`config.mk`:
```
export PLATFORM = sky130hd
export DESIGN_NAME = pipelined_cla_adder
export DESIGN_NICKNAME = d
export VERILOG_FILES = /design/src/rtl/pipelined_cla_adder.sv
export SDC_FILE = /design/constraint.sdc
export NUM_CORES = 1
export LEC_CHECK = 0
export CORE_MARGIN = 4
export CORE_UTILIZATION = 47
export DETAILED_ROUTE_END_ITERATION = 6
export GPL_ROUTABILITY_DRIVEN = 1
export PLACE_DENSITY_LB_ADDON = 0.3
export SETUP_SLACK_MARGIN = 0.1
export SYNTH_ARGS = -nofsm -noshare
export SYNTH_HDL_FRONTEND = slang
export SYNTH_SLANG_ARGS = --single-unit
export TNS_END_PERCENT = 10
```
`constraint.sdc`:
```
create_clock -name i_clk -period 3.4 [get_ports i_clk]
set_clock_uncertainty 0.2 [all_clocks]
set_input_delay 0.34 -clock i_clk [delete_from_list [all_inputs] [get_ports i_clk]]
set_output_delay 0.34 -clock i_clk [all_outputs]
set_load 0.05 [all_outputs]
```
`src/rtl/pipelined_cla_adder.sv`:
```
`default_nettype none
// ============================================================================
// Module   : pipelined_cla_adder
// Purpose  : Pipelined carry-lookahead adder/subtractor. A DATA_WIDTH add is
//            cut into STAGES slices; each slice is built from BLOCK_WIDTH-bit
//            generate/propagate groups joined by a group-level lookahead. The
//            carry between slices is registered. A single global advance
//            signal moves the whole pipe, giving valid/ready backpressure.
// Ports    : i_clk, i_rst        clock, synchronous active-high reset
//            i_valid/o_in_ready  input handshake
//            i_data_one/two      operands A and B
//            i_carry, i_sub      carry-in, 0 = A+B+cin / 1 = A-B
//            o_valid/i_out_ready output handshake
//            o_data, o_carry     result and carry out of the MSB
//            o_overflow          two's-complement signed overflow
// Revision : 1.0  initial release
// ============================================================================
module pipelined_cla_adder #(
  parameter int DATA_WIDTH  = 32,
  parameter int BLOCK_WIDTH = 4,
  parameter int STAGES      = 2
) (
  input  logic                  i_clk,
  input  logic                  i_rst,
  input  logic                  i_valid,
  output logic                  o_in_ready,
  input  logic [DATA_WIDTH-1:0] i_data_one,
  input  logic [DATA_WIDTH-1:0] i_data_two,
  input  logic                  i_carry,
  input  logic                  i_sub,
  output logic                  o_valid,
  input  logic                  i_out_ready,
  output logic [DATA_WIDTH-1:0] o_data,
  output logic                  o_carry,
  output logic                  o_overflow
);

  localparam int SLICE_W = DATA_WIDTH / STAGES;
  localparam int GROUPS  = SLICE_W / BLOCK_WIDTH;
  localparam int MSB     = DATA_WIDTH - 1;

  // Lookahead carry into position n of a generate/propagate vector:
  //   c[n] = OR_{i<n} (g[i] & p[i+1] & ... & p[n-1]) | (p[0] & ... & p[n-1] & c0)
  // Written as a flat sum of products so no carry ripples position to position.
  function automatic logic carry_la(input logic [SLICE_W-1:0] g,
                                    input logic [SLICE_W-1:0] p,
                                    input logic               c0,
                                    input int                 n);
    logic acc;
    logic term;
    acc = 1'b0;
    for (int i = 0; i < SLICE_W; i++) begin
      if (i < n) begin
        term = g[i];
        for (int m = 0; m < SLICE_W; m++) begin
          if ((m > i) && (m < n)) term = term & p[m];
        end
        acc = acc | term;
      end
    end
    term = c0;
    for (int m = 0; m < SLICE_W; m++) begin
      if (m < n) term = term & p[m];
    end
    return acc | term;
  endfunction

  // Subtraction is A + ~B + 1; i_carry toggles the effective carry-in.
  logic [DATA_WIDTH-1:0] b_eff;
  logic                  cin_eff;
  assign b_eff   = i_sub ? ~i_data_two : i_data_two;
  assign cin_eff = i_carry ^ i_sub;

  // Per-stage state. a_q/b_q are the operand skew registers, s_q the deskew
  // register holding result bits already produced, c_q the inter-slice carry.
  logic [STAGES-1:0][DATA_WIDTH-1:0] a_q;
  logic [STAGES-1:0][DATA_WIDTH-1:0] b_q;
  logic [STAGES-1:0][DATA_WIDTH-1:0] s_q;
  logic [STAGES-1:0]                 c_q;
  logic [STAGES-1:0]                 v_q;
  logic                              ovf_q;
  logic                              ovf_d;

  logic [STAGES-1:0][SLICE_W-1:0]    slice_sum;
  logic [STAGES-1:0]                 slice_cout;

  logic adv;
  logic accept;
  assign adv        = ~v_q[STAGES-1] | i_out_ready;
  assign o_in_ready = adv & ~i_rst;
  assign accept     = i_valid & o_in_ready;

  for (genvar k = 0; k < STAGES; k++) begin : g_stage
    logic [SLICE_W-1:0] op_a;
    logic [SLICE_W-1:0] op_b;
    logic               op_c;
    logic [SLICE_W-1:0] bg;
    logic [SLICE_W-1:0] bp;
    logic [SLICE_W-1:0] gv;
    logic [SLICE_W-1:0] pv;
    logic [SLICE_W-1:0] ggv;
    logic [SLICE_W-1:0] gpv;
    logic [GROUPS-1:0]  grp_g;
    logic [GROUPS-1:0]  grp_p;
    logic [GROUPS:0]    grp_c;
    logic [SLICE_W-1:0] sum;

    if (k == 0) begin : g_head
      assign op_a = i_data_one[SLICE_W-1:0];
      assign op_b = b_eff[SLICE_W-1:0];
      assign op_c = cin_eff;
    end else begin : g_tail
      assign op_a = a_q[k-1][k*SLICE_W +: SLICE_W];
      assign op_b = b_q[k-1][k*SLICE_W +: SLICE_W];
      assign op_c = c_q[k-1];
    end

    always_comb begin
      bg    = op_a & op_b;
      bp    = op_a ^ op_b;
      gv    = '0;
      pv    = '0;
      ggv   = '0;
      gpv   = '0;
      grp_g = '0;
      grp_p = '0;
      grp_c = '0;
      sum   = '0;
      // Group generate/propagate.
      for (int j = 0; j < GROUPS; j++) begin
        gv = '0;
        pv = '0;
        gv[BLOCK_WIDTH-1:0] = bg[j*BLOCK_WIDTH +: BLOCK_WIDTH];
        pv[BLOCK_WIDTH-1:0] = bp[j*BLOCK_WIDTH +: BLOCK_WIDTH];
        grp_g[j] = carry_la(gv, pv, 1'b0, BLOCK_WIDTH);
        grp_p[j] = &pv[BLOCK_WIDTH-1:0];
      end
      // Group-level lookahead across the slice.
      ggv[GROUPS-1:0] = grp_g;
      gpv[GROUPS-1:0] = grp_p;
      for (int j = 0; j <= GROUPS; j++) begin
        grp_c[j] = carry_la(ggv, gpv, op_c, j);
      end
      // Bit carries inside each group, seeded by that group's carry-in.
      for (int j = 0; j < GROUPS; j++) begin
        gv = '0;
        pv = '0;
        gv[BLOCK_WIDTH-1:0] = bg[j*BLOCK_WIDTH +: BLOCK_WIDTH];
        pv[BLOCK_WIDTH-1:0] = bp[j*BLOCK_WIDTH +: BLOCK_WIDTH];
        for (int t = 0; t < BLOCK_WIDTH; t++) begin
          sum[j*BLOCK_WIDTH + t] = bp[j*BLOCK_WIDTH + t] ^ carry_la(gv, pv, grp_c[j], t);
        end
      end
    end

    assign slice_sum[k]  = sum;
    assign slice_cout[k] = grp_c[GROUPS];
  end

  // Overflow needs the operand sign bits as seen by the final slice.
  logic a_msb;
  logic b_msb;
  if (STAGES == 1) begin : g_ovf_direct
    assign a_msb = i_data_one[MSB];
    assign b_msb = b_eff[MSB];
  end else begin : g_ovf_skew
    assign a_msb = a_q[STAGES-2][MSB];
    assign b_msb = b_q[STAGES-2][MSB];
  end
  assign ovf_d = (a_msb == b_msb) && (slice_sum[STAGES-1][SLICE_W-1] != a_msb);

  always_ff @(posedge i_clk) begin
    if (i_rst) begin
      a_q   <= '0;
      b_q   <= '0;
      s_q   <= '0;
      c_q   <= '0;
      v_q   <= '0;
      ovf_q <= 1'b0;
    end else if (adv) begin
      v_q[0]              <= accept;
      a_q[0]              <= i_data_one;
      b_q[0]              <= b_eff;
      s_q[0]              <= '0;
      s_q[0][SLICE_W-1:0] <= slice_sum[0];
      c_q[0]              <= slice_cout[0];
      for (int k = 1; k < STAGES; k++) begin
        v_q[k]                        <= v_q[k-1];
        a_q[k]                        <= a_q[k-1];
        b_q[k]                        <= b_q[k-1];
        s_q[k]                        <= s_q[k-1];
        s_q[k][k*SLICE_W +: SLICE_W]  <= slice_sum[k];
        c_q[k]                        <= slice_cout[k];
      end
      ovf_q <= ovf_d;
    end
  end

  assign o_valid    = v_q[STAGES-1];
  assign o_data     = s_q[STAGES-1];
  assign o_carry    = c_q[STAGES-1];
  assign o_overflow = ovf_q;

  // Consumed operand bits and the last stage's skew copy are never read.
  logic unused_skew_bits;
  assign unused_skew_bits = ^{a_q, b_q};

endmodule
`default_nettype wire

```
Word-level counts from Yosys, hierarchy flattened
Cells that the tools add are included.
{"block": "word_totals", "romBits": 0, "ram_bits": 0, "out_inout_bits": 36, "regBits": 117, "latchBits": 0, "wordCells": 246, "input_bits": 70, "memories": 0}
{"block": "classes", "mux": 1, "div": 0, "shift": 0, "magnitude_cmp": 0, "n_reduce_logical": 9, "bitwise": 227, "eq_ne": 2, "addsub": 0, "n_mul": 0}
{"op": "AND 1 bit", "count": 94}
{"op": "bitwise OR 1 bit", "count": 93}
{"op": "bitwise XOR 1 bit", "count": 33}
{"op": "AND 16 bit", "count": 2}
{"op": "two-way mux 32 bit", "count": 1}
{"op": "NOT 32 bit", "count": 1}
{"op": "AND reduction 4 bit", "count": 8}
{"op": "bitwise XOR 16 bit", "count": 2}
{"op": "NOT 1 bit", "count": 2}
{"op": "equality test 1 bit", "count": 1}
{"op": "logical AND 1 bit", "count": 1}
{"op": "inequality test 1 bit", "count": 1}

Logic depth before layout (Yosys ltp)
{"block": "depth", "depth_word": 19, "ltp_mapped": 14, "depth_no_buf": 11}

Least setup slack after synthesis
No wires, ideal clock.
{"block": "synth_timing", "kind": "input to register", "from": "input port i_sub", "to": "register s_q[14] (netlist bit)", "cell_stages": 14, "arrival_ns": 2.960, "setup_time_ns": 0.070, "required_time_ns": 3.130, "path_buffers": 3, "setup_slack_ns": 0.170, "path_cell_list": "buf_4 buf_2 buf_4 xor2_1 ha_1 a211oi_1 nor2_1 nor3_1 nand2_1 ha_1 o21a_1 o21ai_1 or3b_1 a21oi_1"}
{"block": "synth_via", "elab_chain_cells": 17, "word_cells_on_any_way": 49, "classes_between": "mux (1); bitwise (45); reduce/logical (3)"}
{"item": "from (decl)", "line_no": "30", "rtl": "input logic i_sub,"}
{"item": "two-way mux 32 bit", "line_no": "71", "rtl": "assign b_eff = i_sub ? ~i_data_two : i_data_two;"}
{"item": "AND 16 bit or bitwise XOR 16 bit (tied branches)", "line_no": "119, 120"}
{"item": "AND 1 bit (3 in series)", "line_no": "56", "rtl": "if ((m > i) && (m < n)) term = term & p[m];"}
{"item": "bitwise OR 1 bit (3 in series)", "line_no": "58", "rtl": "acc = acc | term;"}
{"item": "AND 1 bit (2 in series)", "line_no": "56"}
{"item": "bitwise OR 1 bit (2 in series)", "line_no": "58"}
{"item": "bitwise OR 1 bit", "line_no": "65", "rtl": "return acc | term;"}
{"item": "AND 1 bit (2 in series)", "line_no": "63", "rtl": "if (m < n) term = term & p[m];"}
{"item": "bitwise OR 1 bit", "line_no": "65"}
{"item": "bitwise XOR 1 bit (*)", "line_no": "151", "rtl": "sum[j*BLOCK_WIDTH + t] = bp[j*BLOCK_WIDTH + t] ^ carry_la(gv, pv, grp_c[j], t);"}
{"item": "to (signal, indexed assignment)", "line_no": "185", "rtl": "s_q[0][SLICE_W-1:0] <= slice_sum[0];"}
{"item": "to (signal, indexed assignment)", "line_no": "191", "rtl": "s_q[k] <= s_q[k-1];"}
{"item": "to (signal, indexed assignment)", "line_no": "192", "rtl": "s_q[k][k*SLICE_W +: SLICE_W] <= slice_sum[k];"}
{"item": "to (decl)", "line_no": "78", "rtl": "logic [STAGES-1:0][DATA_WIDTH-1:0] s_q;"}
Every way passes the cells marked *; elsewhere a longest branch is shown, timed or not.
A chain may end at the register's enable or synchronous reset.

Worst setup path after layout
{"block": "layout_timing", "from": "input port i_data_two[5]", "to": "register s_q[14] (netlist bit)"}
{"block": "layout_via", "elab_chain_cells": 17, "word_cells_on_any_way": 25, "classes_between": "mux (1); bitwise (23); reduce/logical (1)"}
{"item": "from (decl)", "line_no": "28", "rtl": "input logic [DATA_WIDTH-1:0] i_data_two,"}
{"item": "NOT 32 bit", "line_no": "71"}
{"item": "two-way mux 32 bit (*)", "line_no": "71"}
{"item": "bitwise XOR 16 bit", "line_no": "120", "rtl": "bp = op_a ^ op_b;"}
{"item": "AND 1 bit (3 in series)", "line_no": "56"}
{"item": "bitwise OR 1 bit (3 in series)", "line_no": "58"}
{"item": "AND 1 bit", "line_no": "56"}
{"item": "bitwise OR 1 bit (2 in series)", "line_no": "58"}
{"item": "bitwise OR 1 bit (*)", "line_no": "65"}
{"item": "AND 1 bit (*) (2 in series)", "line_no": "63"}
{"item": "bitwise OR 1 bit (*)", "line_no": "65"}
{"item": "bitwise XOR 1 bit (*)", "line_no": "151"}
Marked as above.

==> qor.csv <==
metric,value,unit
crit_slowest_cell,clkdlybuf4s50_1,
detail-route-antenna-nets,0,
grt.overflow.total,0,
synth_nets,721,
criticalPathCategory,input pin to flip-flop,
dp_hpwl,8.18,mm
post_cts_buffers,0,
worstPathCellList,clkdlybuf4s50_1 > xor2_1 > ha_1 > a21oi_1 > o21ai_0 > a22oi_1 > nand2_1 > ha_1 > o21a_1 > o21ai_1 > or3b_1 > a21oi_1,
clock_path_buffers,2,
die_y,111,µm
synth_top_cell_by_area,dfxtp_1,
synth-edff-count,0,
outcome,finished clean,
yosysMostFrequentCell,nand2_1,
drt-initial-drc-count,148,
rows,37,
cap_violations,0,
cts.clk_slew.worst_paths,0.08,ns
clock_power_share,26.3,%
grt_pass1_vias,3905,
utilization,58.5,%
cts_sinks,85,
die_x,111,µm
die_area,12300,µm²
cts-resized-gates,0,
syn_to_final_growth,21.3,%
vias,4148,
hp-class,input pin to flip-flop,
placedCellCount,782,
routedWlPerCell,13.7,µm
tns,0,ns
clk_latency,0.35,ns
core-area,10300,µm²
required,3.47,ns
path_delay_family,compound AO/OA/AOI/OAI gates,
fin_cells,798,
grt_pass1_wl,18.3,mm
synthCells,603,
finalCritPeriodShare,87.6,%
fin_crit,2.98,ns
hold_buffers,0,
ys_async_sr_fraction,0,%
ys_types,38,
slew_viol_final,0,
via_per_inst,5.20,
htree_levels,3,
yosysSeqAreaShare,34.3,%
max_freq,336,MHz
synth_top_area_share,34.3,%
arrival,3.05,ns
path_buf_inv,1,
worst_ir_drop_vdd,0.241,mV
finalPower,2740,µW
start_util,48.2,%
rsz0062_at_grt,no,
cts-root-buf,clkbuf_8,
final_nets,775,
max_slew_margin,47.1,%
dr.pass1.iters,4,
syn_area,4960,µm²
drive_gt1_share,3.93,%
drt_wl_total,10.9,mm
switchingPower,913,µW
diodes,0,
worst_pin_slew,0.793,ns
leakage,0.00249,µW
p_sw_share,33.3,%
track_usage,17.8,%
cp-end-kind,flip-flop,
crit_fanout,4,
internal_power,1830,µW
drc_errors,0,
hold_viol_final,0,
cts_made_buffers,9,
grt_max_degree,81,
routabilityCongestion,0.857,
powerDensity,456,nW/µm²
cts_tree,done,
worstSetupStartpointType,input pin,
ys_top_cells_by_area,"dfxtp_1 (34%), ha_1 (10%), nand2_1 (8.9%)",
io-pin-count,106,
ys_top_cells_by_count,"nand2_1 (117), dfxtp_1 (85), a21oi_1 (62)",
io_buffers,105,
antenna_found_initial,0,
synth_flop_cell,dfxtp_1,
synth-seq-cells,85,
p_seq_share,42.8,%
ys_warn_count,0,
finalSetupViolations,0,
max_stage_delay,0.47,ns
pwr-share-comb,30.9,%
syn_area_per_cell,8.22,µm²
==> cell usage in the layout (no fill, tap or decap), drive strengths merged, types with 19 or more instances in the layout <==
| cell | Yosys | final |
|---|---|---|
| nand3 | 19 | 19 |
| dfxtp | 85 | 85 |
| nor2 | 36 | 36 |
| nand2 | 117 | 117 |
| a211oi | 26 | 26 |
| xnor2 | 24 | 24 |
| inv | 27 | 28 |
| ha | 40 | 40 |
| clkdlybuf4s50 | 0 | 103 |
| a21oi | 62 | 62 |
==> final timing paths <==
path	start	endpoint	slack, ns	cells after the start
worst max-delay path	i_data_two[5]	s_q[14]	0.42	12
worst min-delay path	i_rst	s_q[5]	0.24	2
worst max register to register	a_q[23]	o_overflow	0.56	10
worst min register to register	o_data[9]	o_data[9]	0.25	2
==> cell families after synthesis <==
logic type / count (synthesis) / share of synthesized area (%)
adder cells (fa/ha/maj): 48 / 13.3
flip-flops: 85 / 34.3
buffers and inverters: 94 / 10.3
XOR/XNOR: 41 / 7.62
AND/OR/NAND/NOR: 201 / 17.3
AO/OA/AOI/OAI: 134 / 17.2
==> per-stage QoR <==
step                      setup slack [ns]  cell area, µm²  hold WS [ns]
after floorplan                      0.170            4960         0.232
after CTS                            0.432            6010         0.236
after global placement               0.172            5810         0.237
final                                0.420            6010         0.241
after detailed placement            0.0706            5810         0.243
after global routing                 0.244            6010         0.252
==> worst register-to-register path: stages (launching register included) <==
cell     delay, ns
dfxtp_1       0.33
ha_1          0.36
a21oi_1       0.15
o21ai_0       0.12
a22oi_1       0.29
nand2_1       0.17
ha_1          0.23
o21a_1        0.18
o21a_1        0.20
or4_1         0.47
nand3_1       0.09
==> metal layers <==
metal,GRT usage [%],up-vias,share of wire (%)
met5,0,-,0
met4,4.02,0,0.94
met3,3.55,10,4.0
met2,31.1,80,49
met1,22.8,1929,46
li1,-,2129,-
==> flip-flops by register name, indices dropped and copies added, names as in the netlist <==
signal      count
c_q             2
o_overflow      1
s_q            16
b_msb           1
o_data         32
a_msb           1
b_q            15
a_q            15
v_q             2
==> power groups by stage <==
stage / registers, µW / clock network (µW) / logic, µW
3_5_place_dp: 1200 / 0 / 846
4_1_cts: 1180 / 744 / 850
2_1_floorplan: 1180 / 0 / 639
3_3_place_gp: 1190 / 0 / 832
5_1_grt: 1190 / 782 / 932
6_report: 1180 / 722 / 847
==> cell type report <==
cell class,count,area (µm²)
clock buffer,11,141
clock inverter,5,58.8
fill,962,4260
inverter,27,101
multi-input combinational,424,2760
sequential,85,1700
tap,136,170
timing repair buffer,110,1080
No activity file was read; power rests on OpenSTA's default activity.
